### src/rtl/identity_comp_seq.sv
// Sequential pairwise identity comparator: captures one vector, then streams one
// one-hot {gt,eq,lt} result per ordered pair (j<i) while assembling the packed result vector.
module identity_comp_seq #(
  parameter  int WIDTH = 6,
  localparam int NP    = WIDTH * (WIDTH - 1) / 2,
  localparam int IW    = ($clog2(WIDTH) > 1) ? $clog2(WIDTH) : 1,
  localparam int KW    = ($clog2(NP) > 1) ? $clog2(NP) : 1
) (
  input  logic            clk,
  input  logic            rst,
  input  logic            abort,
  input  logic            in_valid,
  output logic            in_ready,
  input  logic [WIDTH-1:0] in_data,
  output logic            out_valid,
  input  logic            out_ready,
  output logic [IW-1:0]   out_j,
  output logic [IW-1:0]   out_i,
  output logic [KW-1:0]   out_k,
  output logic [2:0]      out_res,
  output logic            out_last,
  output logic [3*NP-1:0] o_vec,
  output logic            done,
  output logic            busy,
  output logic [1:0]      o_dbg_state
);

  // Handshakes: a transfer happens on a rising edge where valid and ready are both
  // high; a producer holds valid and its payload stable until that edge.

  typedef enum logic [1:0] {
    S_IDLE = 2'd0,
    S_RUN  = 2'd1,
    S_DONE = 2'd2
  } state_t;

  localparam logic [IW-1:0] I_LAST = IW'(WIDTH - 1);
  localparam logic [KW-1:0] K_LAST = KW'(NP - 1);

  state_t            r_state;
  state_t            w_state_nxt;
  logic [WIDTH-1:0]  r_a;
  logic [IW-1:0]     r_j;
  logic [IW-1:0]     r_i;
  logic [KW-1:0]     r_k;
  logic [3*NP-1:0]   r_vec;

  logic              w_run;
  logic              w_capture;
  logic              w_hs;
  logic              w_last;
  logic              w_a_j;
  logic              w_a_i;
  logic [2:0]        w_res;

  assign w_run     = (r_state == S_RUN);
  assign w_capture = (r_state == S_IDLE) && in_valid;
  // abort outranks the handshake, so a beat offered in an abort cycle is dropped
  assign w_hs      = w_run && out_ready && !abort;
  assign w_last    = w_run && (r_k == K_LAST);

  assign w_a_j = r_a[r_j];
  assign w_a_i = r_a[r_i];

  always_comb begin
    w_res    = 3'b000;
    w_res[0] = !w_a_j &&  w_a_i;
    w_res[1] = (w_a_j == w_a_i);
    w_res[2] =  w_a_j && !w_a_i;
  end

  always_comb begin
    w_state_nxt = r_state;
    case (r_state)
      S_IDLE: if (in_valid) w_state_nxt = S_RUN;
      S_RUN: begin
        if (abort)                    w_state_nxt = S_IDLE;
        else if (out_ready && w_last) w_state_nxt = S_DONE;
      end
      S_DONE:  w_state_nxt = S_IDLE;
      default: w_state_nxt = S_IDLE;
    endcase
  end

  always_ff @(posedge clk) begin
    if (rst) begin
      r_state <= S_IDLE;
      r_a     <= '0;
      r_j     <= '0;
      r_i     <= IW'(1);
      r_k     <= '0;
      r_vec   <= '0;
    end else begin
      r_state <= w_state_nxt;
      if (w_capture) begin
        r_a   <= in_data;
        r_j   <= '0;
        r_i   <= IW'(1);
        r_k   <= '0;
        r_vec <= '0;
      end else if (w_hs) begin
        for (int p = 0; p < NP; p++) begin
          if (r_k == KW'(p)) r_vec[3*p +: 3] <= w_res;
        end
        r_k <= r_k + KW'(1);
        // end of a row: next pair starts at (j+1, j+2)
        if (r_i == I_LAST) begin
          r_j <= r_j + IW'(1);
          r_i <= r_j + IW'(2);
        end else begin
          r_i <= r_i + IW'(1);
        end
      end
    end
  end

  assign in_ready    = (r_state == S_IDLE);
  assign out_valid   = w_run;
  assign out_j       = r_j;
  assign out_i       = r_i;
  assign out_k       = r_k;
  assign out_res     = w_res;
  assign out_last    = w_last;
  assign o_vec       = r_vec;
  assign done        = (r_state == S_DONE);
  assign busy        = (r_state == S_RUN) || (r_state == S_DONE);
  assign o_dbg_state = r_state;

endmodule

### config.mk
export PLATFORM = sky130hd
export DESIGN_NAME = identity_comp_seq
export DESIGN_NICKNAME = d
export VERILOG_FILES = /design/src/rtl/identity_comp_seq.sv
export SDC_FILE = /design/constraint.sdc
export NUM_CORES = 1
export LEC_CHECK = 0
export BUFFER_PORTS_ARGS = -buffer_cell sky130_fd_sc_hd__buf_2
export CAP_MARGIN = 40
export CORE_UTILIZATION = 50
export DETAILED_ROUTE_END_ITERATION = 10
export PLACE_DENSITY = 0.76
export SLEW_MARGIN = 30
export SYNTH_ARGS = -nofsm -noshare
export SYNTH_HDL_FRONTEND = slang
export SYNTH_SLANG_ARGS = --single-unit
### constraint.sdc
create_clock -name clk -period 4.4 [get_ports clk]
set_input_delay 0.22 -clock clk [delete_from_list [all_inputs] [get_ports clk]]
set_output_delay 0.22 -clock clk [all_outputs]
set_load 0.02 [all_outputs]
==> flow_summary.json, run 1 <==
{
  "clockBufferDepth": 2,
  "grt_pass1_wl_um": 9500,
  "relSlewSlack_pct": 60.6,
  "boundaryPins": 76,
  "regArea_sq_um": 1260,
  "cts.sinks": 63,
  "die-area_sq_um": 5640,
  "start_util_pct": 52.0,
  "die_y_um": 75.1,
  "setup_violations": 0,
  "end_kind": "register",
  "synth-async-reset-ratio_pct": 0,
  "final_core_util_pct": 63.3,
  "nets": 380,
  "path_clk_slew_ns": 0.08,
  "p_leak_nw": 1.36,
  "maxCapViolCount": 0,
  "cts_tree": "yes",
  "syn_to_final_growth_pct": 21.7,
  "htree_levels": 3,
  "drt_iter0_markers": 130,
  "slew_violations": 0,
  "post_drt_wl_per_cell_um": 13.7,
  "hpwlAfterDp_um": 4050,
  "grt_pass1_vias": 2091,
  "crit_required_ns": 4.61,
  "via_per_inst": 5.32,
  "critPathKind": "register to register",
  "critPathMaxFanout": 15,
  "avgSynthCellArea_sq_um": 9.38,
  "finalInstanceArea_sq_um": 3250,
  "placed_area_sq_um": 3030,
  "min_period_ns": 2.33,
  "arrival_ns": 2.54,
  "layout-drive-gt1-share_pct": 30.7,
  "die_w_um": 75.1,
  "post_cts_buffers": 0,
  "multi_input_area_sq_um": 1260,
  "row_count": 26,
  "hold_buffers": 0,
  "worstMarginPinSlew_ns": 0.590,
  "route.vias.total": 2293,
  "min_path_type": "primary input to register",
  "vdd_drop_max_mv": 0.215,
  "synthTopCellsByArea": "dfxtp_1 47%, nand3_1 10%, o21ai_1 7.5%",
  "yosysTopAreaCell": "dfxtp_1",
  "grt_usage_pct": 23.0,
  "synth-seq-cells": 63,
  "rsz0062_at_grt": "no",
  "synth_edf_count": 0,
  "clockRootBuffer": "clkbuf_8",
  "port_buffers": 75,
  "outcome": "complete, no violations",
  "seq_area_frac_synth_pct": 47.2,
  "drc": 0,
  "synth_top_area_share_pct": 47.2,
  "setup_tns_ns": 0,
  "cts_buffers": 9,
  "antenna_cells": 0,
  "timing.final.crit_share_pct": 52.9,
  "fin_ws_ns": 2.07,
  "fill_cells": 487,
  "power_w": 0.00126,
  "fmax_mhz": 429,
  "grt-ovfl-total": 0,
  "clkLatencyLatePin_ns": 0.34,
  "place_congestion": 0.779,
  "synth.top_cells.by_count": "63 x dfxtp_1, 54 x nand3_1, 40 x o21ai_1",
  "final.setup_skew_ns": 0.00902,
  "fp.coreArea_sq_um": 5140,
  "hold_viol": 0,
  "ys_types": 31,
  "dp_slack_ns": 2.10,
  "syn_nets": 309,
  "pwr_density_cell_nw_per_um2": 386,
  "grt_max_degree": 50,
  "antenna_found_initial": 0,
  "startpoint_type": "register",
  "firstDrtPassIters": 4,
  "cts_resized": 0,
  "synthCells": 285,
  "synth.most_common_cell": "dfxtp_1",
  "wl_um": 5900,
  "ys.flop_type": "dfxtp_1",
  "yosys_warnings": 0,
  "netlist_area_sq_um": 2670,
  "ant_nets": 0
}
## per-stage QoR
stage | hold slack (ns) | cells
after floorplan | 0.367 | 285
after global placement | 0.444 | 414
after detailed placement | 0.448 | 415
after CTS | 0.114 | 431
after global routing | 0.121 | 431
final | 0.123 | 431
## where the power goes
group / switching [W] / internal (W)
Sequential: 0.00000744 / 0.000578
Clock: 0.000235 / 0.000319
Combinational: 0.0000809 / 0.0000365
Total: 0.000323 / 0.000934
## layer usage
| layer | part of all wire, % | global-route usage [%] | vias to the layer above |
|---|---|---|---|
| met2 | 49 | 40.2 | 76 |
| met3 | 6.1 | 7.50 | 9 |
| met5 | 0 | 0 | - |
| met4 | 1.6 | 10.7 | 0 |
| met1 | 43 | 25.4 | 1049 |
| li1 | - | - | 1159 |
## worst max-delay path: stages, from the launching register on
cell and delay (ns):
dfxtp_1 0.51, mux4_2 0.54, mux2i_1 0.20, inv_1 0.07
ha_1 0.28, nand2_1 0.43, o21ai_0 0.17
## final cells by class
| cell class | instances | share of cell area, % |
|---|---|---|
| Multi-Input combinational cell | 197 | 38.7 |
| Tap cell | 70 | 2.69 |
| Timing Repair Buffer | 77 | 12.1 |
| Clock inverter | 7 | 3.00 |
| Sequential cell | 63 | 38.8 |
| Clock buffer | 9 | 3.81 |
| Inverter | 8 | 0.923 |
## layout by cell type, fill, tap and decap left out, types with 2 or more instances in the layout
| cell type | n |
|---|---|
| a21oi_1 | 10 |
| and2b_1 | 2 |
| and3b_1 | 2 |
| buf_2 | 75 |
| bufinv_16 | 2 |
| clkbuf_8 | 9 |
| clkinv_4 | 2 |
| clkinvlp_4 | 2 |
| dfxtp_1 | 63 |
| ha_1 | 13 |
| inv_1 | 8 |
| mux2i_1 | 5 |
| mux4_2 | 2 |
| nand2_1 | 16 |
| nand3_1 | 54 |
| nand3_2 | 12 |
| nand4_1 | 5 |
| nor2_1 | 11 |
| nor2b_1 | 2 |
| o21ai_0 | 8 |
| o21ai_1 | 40 |
| xnor2_1 | 3 |
| xor2_1 | 3 |
## sequential cells by signal (all words and copies together), names as in the netlist
name         flops
o_dbg_state      2
o_vec           45
out_i            3
out_j            3
out_k            4
r_a              6
## path summary, 6_finish.rpt
kind                            depth (start not counted)                   from  slack (ns)                endpoint
worst max-delay path                                    6  out_i[0]$_SDFFE_PP1P_        2.07  o_vec[40]$_SDFFE_PP0P_
worst min-delay path                                    3             in_data[4]        0.12     r_a[4]$_SDFFE_PP0P_
worst max register to register                          6  out_i[0]$_SDFFE_PP1P_        2.07  o_vec[40]$_SDFFE_PP0P_
worst min register to register                          2  o_vec[6]$_SDFFE_PP0P_        0.45   o_vec[6]$_SDFFE_PP0P_
## kinds of logic (layout without fill, tap and decap cells)
logic type               Yosys count  count (layout)  synth area share (%)
flip-flops                        63              63                  47.2
XOR/XNOR                           6               6                  1.97
adder cells (fa/ha/maj)           13              13                  6.08
AO/OA/AOI/OAI                     61              61                  12.4
AND/OR/NAND/NOR                  109             109                  22.6
buffers and inverters             25             101                  5.76
multiplexers                       8               8                  3.98
Note: power is estimated with default switching activity, not from simulation.
==> run 2: changes to the inputs <==
--- a/config.mk
+++ b/config.mk
@@ -7,9 +7,9 @@
 export LEC_CHECK = 0
 export BUFFER_PORTS_ARGS = -buffer_cell sky130_fd_sc_hd__buf_2
 export CAP_MARGIN = 40
-export CORE_UTILIZATION = 50
+export CORE_UTILIZATION = 46
 export DETAILED_ROUTE_END_ITERATION = 10
-export PLACE_DENSITY = 0.76
+export PLACE_DENSITY = 0.74
 export SLEW_MARGIN = 30
 export SYNTH_ARGS = -nofsm -noshare
 export SYNTH_HDL_FRONTEND = slang
==> constraint.sdc (replaced) <==
create_clock -name clk -period 1.9 [get_ports clk]
set_input_delay 0.095 -clock clk [delete_from_list [all_inputs] [get_ports clk]]
set_output_delay 0.095 -clock clk [all_outputs]
set_load 0.02 [all_outputs]
==> flow_summary.json, run 2 (synthesis gave the netlist of run 1 again) <==
{
  "p_leak_nw": 1.42,
  "cts.sinks": 63,
  "final.setup_skew_ns": 0.00802,
  "port_buffers": 75,
  "r2r_start": "out_i[0]$_SDFFE_PP1P_",
  "outcome": "finished with violations",
  "grt_pass1_wl_um": 10000,
  "hold_ws_ns": 0.0134,
  "grt_pass1_vias": 2146,
  "cts_tree": "yes",
  "setup.worst_path.end": "out_res[1]",
  "row_count": 27,
  "rr_endpoint": "o_vec[40]$_SDFFE_PP0P_",
  "path_clk_slew_ns": 0.07,
  "setup_tns_ns": -0.0463,
  "nets": 392,
  "min_period_ns": 1.95,
  "grt_max_degree": 26,
  "critPathKind": "register to primary output",
  "timing.final.crit_share_pct": 102,
  "place_congestion": 0.823,
  "setup_violations": 1,
  "layout-drive-gt1-share_pct": 35.1,
  "cts_buffers": 9,
  "reg2reg_depth": 6,
  "post_drt_wl_per_cell_um": 13.4,
  "rsz0062_at_grt": "yes",
  "route.vias.total": 2303,
  "maxCapViolCount": 0,
  "die_w_um": 78.2,
  "boundaryPins": 76,
  "slew_violations": 0,
  "pwr_density_cell_nw_per_um2": 818,
  "antenna_cells": 0,
  "startpoint_type": "register",
  "fp.coreArea_sq_um": 5540,
  "antenna_found_initial": 0,
  "grt-ovfl-total": 0,
  "critPathMaxFanout": 2,
  "worstMarginPinSlew_ns": 0.401,
  "crit_path_start": "out_i[0]$_SDFFE_PP1P_",
  "fin_ws_ns": -0.0463,
  "layout_common_cells": "72 x buf_2, 61 x dfxtp_1, 54 x nand3_1, 42 x o21ai_1, 14 x nand2_1",
  "reg2reg_slack_ns": 0.03,
  "violations": "setup timing",
  "clockBufferDepth": 2,
  "syn_to_final_growth_pct": 27.7,
  "drc": 0,
  "fmax_mhz": 514,
  "largest_reg_flops": 45,
  "relSlewSlack_pct": 73.1,
  "vdd_drop_max_mv": 0.476,
  "hold_viol": 0,
  "clockRootBuffer": "clkbuf_8",
  "via_per_inst": 5.18,
  "fill_cells": 488,
  "min_path_type": "primary input to register",
  "clkLatencyLatePin_ns": 0.33,
  "crit_required_ns": 1.80,
  "start_util_pct": 48.3,
  "htree_levels": 3,
  "wl_um": 5970,
  "final_common_cell": "buf_2",
  "grt_usage_pct": 21.1,
  "ant_nets": 0,
  "die-area_sq_um": 6120,
  "drt_iter0_markers": 115,
  "firstDrtPassIters": 4,
  "die_y_um": 78.2,
  "hpwlAfterDp_um": 4380,
  "arrival_ns": 1.85,
  "end_kind": "primary output"
}
==> run 2: worst min-delay path by stage <==
stage,startpoint,endpoint,slack (ns),cells past startpoint
after floorplan,in_data[0],r_a[0]$_SDFFE_PP0P_,0.24,2
after global placement,in_data[1],r_a[1]$_SDFFE_PP0P_,0.35,3
after detailed placement,in_data[4],r_a[4]$_SDFFE_PP0P_,0.36,3
after CTS,in_data[2],r_a[2]$_SDFFE_PP0P_,0.002,3
after global routing,in_data[5],r_a[5]$_SDFFE_PP0P_,0.005,3
final,in_data[2],r_a[2]$_SDFFE_PP0P_,0.01,3
==> run 2: routing by layer <==
metal / vias up / GRT usage, % / wire length [um]
met5: - / 0 / 0
li1: 1193 / - / -
met4: 0 / 9.44 / 68
met2: 71 / 35.5 / 2880
met3: 7 / 5.12 / 287
met1: 1032 / 25.3 / 2740
==> run 2: area by class of cell <==
cell class                      instances  area (sq um)  share of cell area, %
Inverter                                8          30.0                  0.879
Clock inverter                          6          61.3                   1.80
Sequential cell                        63          1270                   37.2
Timing Repair Buffer                   89           529                   15.5
Clock buffer                           10           128                   3.74
Tap cell                               72          90.1                   2.64
Multi-Input combinational cell        197          1310                   38.3
==> run 2: repair_timing <==
| action | in CTS | in global routing |
|---|---|---|
| pin swaps | 1 | 2 |
| gates resized for setup | 8 | 5 |
| hold buffers | 2 | 0 |
| hold endpoints to repair | 2 | 0 |
| endpoints found under the setup margin | 3 | 20 |
| setup buffers | 1 | 1 |
==> run 2: per-stage QoR <==
step | area [sq um] | setup slack [ns] | power [W] | cells | utilization [%]
after global routing | 3410 | -0.126 | 0.00292 | 445 | 61.6
after global placement | 3160 | 0.112 | 0.00168 | 425 | 57.0
after floorplan | 2710 | 0.00183 | 0.00162 | 285 | -
after CTS | 3400 | -0.0685 | 0.00281 | 444 | 61.3
final | 3410 | -0.0463 | 0.00279 | 445 | 61.6
after detailed placement | 3160 | 0.0192 | 0.00169 | 425 | 57.0
==> run 2: critical path: stages, from the launching register on <==
cell and delay (ns):
dfxtp_4 0.35, mux4_2 0.49, mux2i_2 0.21, inv_2 0.07, ha_4 0.28, buf_6 0.11
==> run 2: report_power, final <==
| group | internal, W | switching (W) | leakage [nW] |
|---|---|---|---|
| Sequential | 0.00134 | 0.0000153 | 0.509 |
| Combinational | 0.000127 | 0.000206 | 0.812 |
| Clock | 0.000601 | 0.000509 | 0.0960 |
